### config.mk
export PLATFORM = sky130hd
export DESIGN_NAME = instr_ctrl
export DESIGN_NICKNAME = d
export VERILOG_FILES = /design/src/rtl/instr_ctrl.sv
export SDC_FILE = /design/constraint.sdc
export NUM_CORES = 1
export LEC_CHECK = 0
export ABC_AREA = 1
export ABC_CLOCK_PERIOD_IN_PS = 2960
export BUFFER_PORTS_ARGS = -buffer_cell sky130_fd_sc_hd__buf_2
export CORE_AREA = 5 5 111 113
export CTS_BUF_LIST = sky130_fd_sc_hd__clkbuf_2
export DETAILED_ROUTE_END_ITERATION = 12
export DIE_AREA = 0 0 116 118
export SYNTH_ARGS = -nofsm -noshare
export SYNTH_HDL_FRONTEND = slang
export SYNTH_SLANG_ARGS = --single-unit
### constraint.sdc
create_clock -name clk -period 2.96 [get_ports clk]
set_input_delay 0.592 -clock clk [delete_from_list [all_inputs] [get_ports clk]]
set_output_delay 0.592 -clock clk [all_outputs]
set_load 0.01 [all_outputs]
### src/rtl/instr_ctrl.sv
// Multi-cycle instruction sequencer: fetches over a req/ack port, decodes the
// instruction register and steers the register file, ALU and data memory.
`timescale 1ns/1ps
module instr_ctrl #(
    parameter int                RWIDTH   = 6,
    parameter int                DWIDTH   = 32,
    parameter int                IMM_IN   = 15,
    parameter logic [DWIDTH-1:0] RESET_PC = 32'h0000_0000
) (
    input  logic              clk,
    input  logic              rst,
    output logic [DWIDTH-1:0] imem_addr,
    output logic              imem_req,
    input  logic              imem_ack,
    input  logic [DWIDTH-1:0] imem_rdata,
    output logic              dmem_req,
    output logic              dmem_we,
    input  logic              dmem_ack,
    output logic [RWIDTH-1:0] rs,
    output logic [RWIDTH-1:0] rt,
    output logic [RWIDTH-1:0] rd,
    output logic [IMM_IN-1:0] imm_in,
    output logic              muxsel1,
    output logic [3:0]        ALUopsel,
    output logic              we,
    output logic              wd_sel,
    output logic              halted,
    output logic              illegal
);

    localparam logic [2:0] S_FETCH  = 3'd0;
    localparam logic [2:0] S_DECODE = 3'd1;
    localparam logic [2:0] S_EXEC   = 3'd2;
    localparam logic [2:0] S_MEM    = 3'd3;
    localparam logic [2:0] S_WB     = 3'd4;
    localparam logic [2:0] S_HALT   = 3'd5;

    logic [2:0]        state;
    logic [DWIDTH-1:0] pc;
    logic [DWIDTH-1:0] ir;
    logic [DWIDTH-1:0] pc_plus4;
    logic [4:0]        op;
    logic [RWIDTH-1:0] fa;
    logic [RWIDTH-1:0] fb;
    logic [RWIDTH-1:0] fc;
    logic              is_rtype;
    logic              is_itype;
    logic              is_lw;
    logic              is_sw;
    logic              is_halt;
    logic              is_illegal;

    assign op       = ir[31:27];
    assign fa       = ir[26 -: RWIDTH];
    assign fb       = ir[20 -: RWIDTH];
    assign fc       = ir[14 -: RWIDTH];
    assign pc_plus4 = pc + DWIDTH'(4);

    always_comb begin
        is_rtype   = 1'b0;
        is_itype   = 1'b0;
        is_lw      = 1'b0;
        is_sw      = 1'b0;
        is_halt    = 1'b0;
        is_illegal = 1'b0;
        if (op[4] == 1'b0)            is_rtype   = 1'b1;
        else if (op[3] == 1'b0)       is_itype   = 1'b1;
        else if (op == 5'b11000)      is_lw      = 1'b1;
        else if (op == 5'b11001)      is_sw      = 1'b1;
        else if (op == 5'b11111)      is_halt    = 1'b1;
        else                          is_illegal = 1'b1;
    end

    // Datapath steering is a pure function of IR, independent of state.
    always_comb begin
        rd       = fa;
        rs       = fb;
        rt       = is_sw ? fa : fc;
        imm_in   = ir[IMM_IN-1:0];
        muxsel1  = is_itype | is_lw | is_sw;
        ALUopsel = 4'b0000;
        if (is_rtype)      ALUopsel = op[3:0];
        else if (is_itype) ALUopsel = {1'b0, op[2:0]};
    end

    // Control strobes are forced low for as long as rst is held.
    assign imem_addr = pc;
    assign imem_req  = !rst && (state == S_FETCH);
    assign dmem_req  = !rst && (state == S_MEM);
    assign dmem_we   = !rst && (state == S_MEM) && is_sw;
    assign we        = !rst && (state == S_WB) && (rd != '0);
    assign wd_sel    = !rst && (state == S_WB) && is_lw;
    assign halted    = !rst && (state == S_HALT);
    assign illegal   = !rst && (state == S_DECODE) && is_illegal;

    always_ff @(posedge clk or posedge rst) begin
        if (rst) begin
            state <= S_FETCH;
            pc    <= RESET_PC;
            ir    <= '0;
        end else begin
            case (state)
                S_FETCH: begin
                    if (imem_ack) begin
                        ir    <= imem_rdata;
                        state <= S_DECODE;
                    end
                end
                S_DECODE: begin
                    if (is_halt) begin
                        state <= S_HALT;
                    end else if (is_illegal) begin
                        pc    <= pc_plus4;
                        state <= S_FETCH;
                    end else begin
                        state <= S_EXEC;
                    end
                end
                S_EXEC: begin
                    state <= (is_lw || is_sw) ? S_MEM : S_WB;
                end
                S_MEM: begin
                    if (dmem_ack) begin
                        if (is_sw) begin
                            pc    <= pc_plus4;
                            state <= S_FETCH;
                        end else begin
                            state <= S_WB;
                        end
                    end
                end
                S_WB: begin
                    pc    <= pc_plus4;
                    state <= S_FETCH;
                end
                S_HALT: begin
                    state <= S_HALT;
                end
                default: begin
                    state <= S_FETCH;
                end
            endcase
        end
    end

endmodule

== Word level (Yosys, flattened, before mapping) ==
Index checks and enable logic that the tools add are counted.

* Bits in registers: 67
* Input bits: 36
* Output and inout port bits: 77

* Add/subtract/negate cells: 1
* Equal/unequal tests: 13
* Muxes and demuxes: 34
* Bitwise gates (word level): 2
* Reductions and logical operators: 17

{| class="wikitable"
|+ Operator list
! operator !! number
|-
| 2-to-1 mux 32 bit || 4
|-
| case mux 32 bit (3 select lines) || 1
|-
| adder 32 x 3 -> 32 bit (second input constant) || 1
|-
| 2-to-1 mux 1 bit || 19
|-
| 2-to-1 mux 3 bit || 6
|-
| == test 5 bit (second input constant) || 3
|-
| case mux 3 bit (5 select lines) || 1
|-
| != test 2 bit (second input constant) || 5
|-
| logical AND 1 bit || 9
|-
| == test 3 x 2 -> 1 bit (second input constant) || 2
|-
| == test 3 bit (second input constant) || 2
|-
| 2-to-1 mux 6 bit || 1
|-
| nonzero test 6 bit || 1
|-
| AND reduction 5 bit || 1
|-
| 2-to-1 mux 4 bit || 1
|-
| AND reduction 2 bit || 2
|-
| == test 3 x 1 -> 1 bit (second input constant) || 1
|-
| zero test 3 bit || 1
|-
| nonzero test 3 bit || 1
|-
| 2-to-1 mux 2 bit || 1
|-
| bitwise OR 1 bit || 2
|-
| zero test 1 bit || 1
|-
| logical OR 1 bit || 1
|}

== Longest topological paths before layout ==
* Word-level depth: 9
* Mapped depth: 10

== Worst setup path before layout ==
OpenSTA, ideal clock, no wires.

* Path kind: input -> output
* Start: input rst
* End: output wd_sel
* Arrival: 2591 ps
* Data required time: 2368 ps
* Setup slack: -223 ps
* Cell stages on the path: 3
* Path buffers: 0
* Path through: inv_1 -> nand3_1 -> nor4_1

* Cells in the longest elaborated chain, start to end: 3

{| class="wikitable"
|+ RTL lines
! what !! line !! RTL
|-
| start: declaration || 11 || <nowiki>input logic rst,</nowiki>
|-
| zero test 1 bit (no line) || n/a ||
|-
| logical AND 1 bit (2 in a row) || 92 || <nowiki>assign wd_sel = !rst && (state == S_WB) && is_lw;</nowiki>
|-
| end: declaration || 26 || <nowiki>output logic wd_sel,</nowiki>
|}

Every way passes these cells.

== Final worst setup path ==
* Start: register ir[28]
* End: output rt[4]

* Cells in the longest elaborated chain, start to end: 6
* Elaborated cells between the ends (all ways): 7
* Classes of those cells: eq/ne: 2; mux: 5

{| class="wikitable"
|+ RTL lines
! what !! line !! RTL
|-
| start: declaration || 40 || <nowiki>logic [DWIDTH-1:0] ir;</nowiki>
|-
| start signal: assignment || 105 || <nowiki>ir <= imem_rdata;</nowiki>
|-
| == test 5 bit || 69 || <nowiki>else if (op == 5'b11001) is_sw = 1'b1;</nowiki>
|-
| 2-to-1 mux 1 bit || 69 ||
|-
| 2-to-1 mux 1 bit * || 68 || <nowiki>else if (op == 5'b11000) is_lw = 1'b1;</nowiki>
|-
| 2-to-1 mux 1 bit * || 67 || <nowiki>else if (op[3] == 1'b0) is_itype = 1'b1;</nowiki>
|-
| 2-to-1 mux 1 bit * || 66 || <nowiki>if (op[4] == 1'b0) is_rtype = 1'b1;</nowiki>
|-
| 2-to-1 mux 6 bit * || 78 || <nowiki>rt = is_sw ? fa : fc;</nowiki>
|-
| end: declaration || 20 || <nowiki>output logic [RWIDTH-1:0] rt,</nowiki>
|}

Every way passes the cells marked *; elsewhere a longest branch is shown, timed or not.

==> flow_metrics.env <==
export IMPL_grt_ovfl_total=0
export IMPL_grt_pass1_vias=3472
export IMPL_grt_pass1_wl_mm=16.1
export IMPL_yosysTopAreaCellShare_pct=42.5
export IMPL_gp_congestion=0.934
export IMPL_cts_root_buf="clkbuf_2"
export IMPL_cts_htree_levels=3
export IMPL_power_mw=3.62
export IMPL_cts_setup_buffers=0
export IMPL_core_area_um2=11200
export IMPL_synth_seq_cells=65
export IMPL_crit_path_top_delay_cell="dfrtp_1"
export IMPL_path_cells="nor2_1 -> nand3_1 -> inv_1 -> nand2_1 -> o21ai_0 -> buf_2"
export IMPL_synthToLayoutAreaGrowth_pct=16.9
export IMPL_num_vias=3441
export IMPL_dieArea_um2=13700
export IMPL_syn_area_um2=3830
export IMPL_status="completed"
export IMPL_io_buffers=110
export IMPL_seq_area_frac_synth_pct=42.5
export IMPL_worstPathRequired_ns=2.37
export IMPL_fmax_mhz=398
export IMPL_synth_common_cells="209 x nand2_1, 67 x nor2_1, 65 x dfrtp_1, 49 x inv_1, 32 x buf_4"
export IMPL_fin_crit_ns=2.51
export IMPL_crit_arrival_ns=1.92
export IMPL_synthSimpleGateAreaFrac_pct=32.1
export IMPL_slew_headroom_pct=43.9
export IMPL_synth_distinct_cells=24
export IMPL_dieWidth_um=116
export IMPL_cts_sinks=65
export IMPL_finish_net_count=649
export IMPL_p_per_area_nw_per_um2=809
export IMPL_drtAntennaViolNets=0
export IMPL_dr_pass1_iters=5
export IMPL_start_util_pct=34.1
export IMPL_crit_start="ir[28]"
export IMPL_setup_viol=0
export IMPL_grt_use_total_pct=14.6
export IMPL_rows=39
export IMPL_synth_area_top_cells="dfrtp_1 42%, nand2_1 20%, nor2_1 6.6%, buf_4 6.3%, mux2_2 6.2%"
export IMPL_post_synth_top_count_cell="nand2_1"
export IMPL_finalCritPeriodShare_pct=84.9
export IMPL_seq_area_um2=1630
export IMPL_r2r_end="ir[12]"
export IMPL_via_per_inst=4.53
export IMPL_clk_pin_slew_ns=0.21
export IMPL_slowest_delay_ns=0.44
export IMPL_synth_area_leader_cell="dfrtp_1"
export IMPL_diodes=0
export IMPL_syn_area_per_cell_um2=7.30
export IMPL_die_height_um=118
export IMPL_path_class="flop to primary output"
export IMPL_worstMarginPinSlew_ns=0.842
export IMPL_grt_max_degree=66
export IMPL_place_hpwl_mm=7.10
export IMPL_endpoint="rt[4]"
export IMPL_synth_edf_count=0
export IMPL_hold_viol=0
export IMPL_ff2ff_path_depth=4
export IMPL_cts_tree="built"
export IMPL_synth_top_family_by_area="simple AND/OR/NAND/NOR gates"
export IMPL_critPathCaptureType="primary output"
export IMPL_multi_input_area_um2=1720
export IMPL_antenna_found_initial=0
export IMPL_hp_class="input pin to flop"
export IMPL_startpoint_type="flop"
export IMPL_synth_compound_area_share_pct=3.17
export IMPL_yosysWarnings=0
export IMPL_clock_latency_ns=0.53
export IMPL_slew_viol_final=0
export IMPL_cts_buffer_depth=2
export IMPL_drv_cap=0
export IMPL_power_leakage_nw=2.38
export IMPL_drt_total_wl_mm=9.60
export IMPL_timing_rr_start="state[0]"
export IMPL_layout_drive_gt1_share_pct=26.1
export IMPL_r2r_slack_ns=1.04
export IMPL_avgRoutedWirePerCell_um=12.6
export IMPL_cts_hold_buf=0
export IMPL_drtIter0Drc=146
export IMPL_rsz0062_at_grt="no"
export IMPL_fillerInstances=1182
export IMPL_ioPinCount=113
export IMPL_remaining_drc_errors=0
export IMPL_cts_buffers_inserted=9
export IMPL_ir_drop_uv=565
export IMPL_clock_skew_final_ns=0.0178
export IMPL_critPathMaxFanout=12
export IMPL_final_setup_tns_ns=0
export IMPL_synth_flop_cell="dfrtp_1"
export IMPL_synth_fa_ha_area_share_pct=0.327
export IMPL_cts_repair_resized=0
export IMPL_synth_xor_area_share_pct=2.97
export IMPL_hold_depth=2
export IMPL_synthCells=525
export IMPL_muxShareOfSynthArea_pct=6.17
export IMPL_async_flop_share_pct=100
[per-layer routing]
layer | vias up | wire length (um) | part of all wire [%] | GRT usage, %
met5 | - | 0 | 0 | 0
met4 | 0 | 120 | 1.3 | 3.84
met3 | 9 | 869 | 9.1 | 6.17
met2 | 116 | 4480 | 47 | 24.6
met1 | 1563 | 4130 | 43 | 16.9
li1 | 1753 | - | - | -
[worst max-delay path, delay by kind of cell (launching register included)]
kind	cells	cell delay, ns
AO/OA/AOI/OAI	1	0.09
buffers and inverters	2	0.45
flip-flops	1	0.44
AND/OR/NAND/NOR	3	0.43
[how the worst min path moves through the flow]
stage                        start  endpoint  slack [ns]
floorplan                    ir[0]     ir[0]        0.48
global placement             ir[8]     ir[8]        0.48
detailed placement           ir[3]     ir[3]        0.49
CTS                 imem_rdata[22]    ir[22]        0.18
global route         imem_rdata[8]     ir[8]        0.16
finish              imem_rdata[19]    ir[19]        0.27
[per-stage QoR]
stage	instances	worst slack, ns	cell area (um2)	hold WS, ns	utilization [%]
6_report	760	0.447	4480	0.268	39.9
5_1_grt	760	0.143	4480	0.163	39.9
4_1_cts	760	0.367	4480	0.175	39.9
3_5_place_dp	744	1.01	4310	0.489	38.4
3_3_place_gp	744	1.00	4310	0.484	38.4
2_1_floorplan	526	0.442	3840	0.481	-
[layout make-up]
cell class | instances | share of cell area, %
clock buffers | 9 | 1.01
inverters | 50 | 4.27
multi-input cells | 371 | 38.5
repair buffers | 115 | 13.1
well taps | 143 | 4.00
clock inverters | 7 | 2.79
flip-flops and latches | 65 | 36.3
[cells by family after synthesis]
logic type / after synthesis
buffers and inverters: 90
flip-flops: 65
AO/OA/AOI/OAI: 24
other: 1
multiplexers: 21
XOR/XNOR: 13
adder cells (fa/ha/maj): 1
AND/OR/NAND/NOR: 310
[flip-flops by register name (all words and copies together), names as in the netlist]
signal and count:
ir 32, state 3, imem_addr 30
[power breakdown]
| group | switching, mW | internal, mW |
|---|---|---|
| sequential | 0.215 | 1.15 |
| combinational | 0.912 | 0.600 |
| clock | 0.370 | 0.375 |
[cell usage in the layout (no fill, tap or decap), drive strengths merged]
cell type / count
nand2: 209
buf: 115
nor2: 73
dfrtp: 65
inv: 52
mux2: 21
nand3: 20
a21oi: 13
o21ai: 10
xor2: 9
clkbuf: 9
xnor2: 4
nor4: 3
nand4: 3
bufinv: 3
nor3: 2
conb: 2
a31oi: 1
clkinvlp: 1
ha: 1
clkinv: 1
No activity file was read; power rests on OpenSTA's default activity.
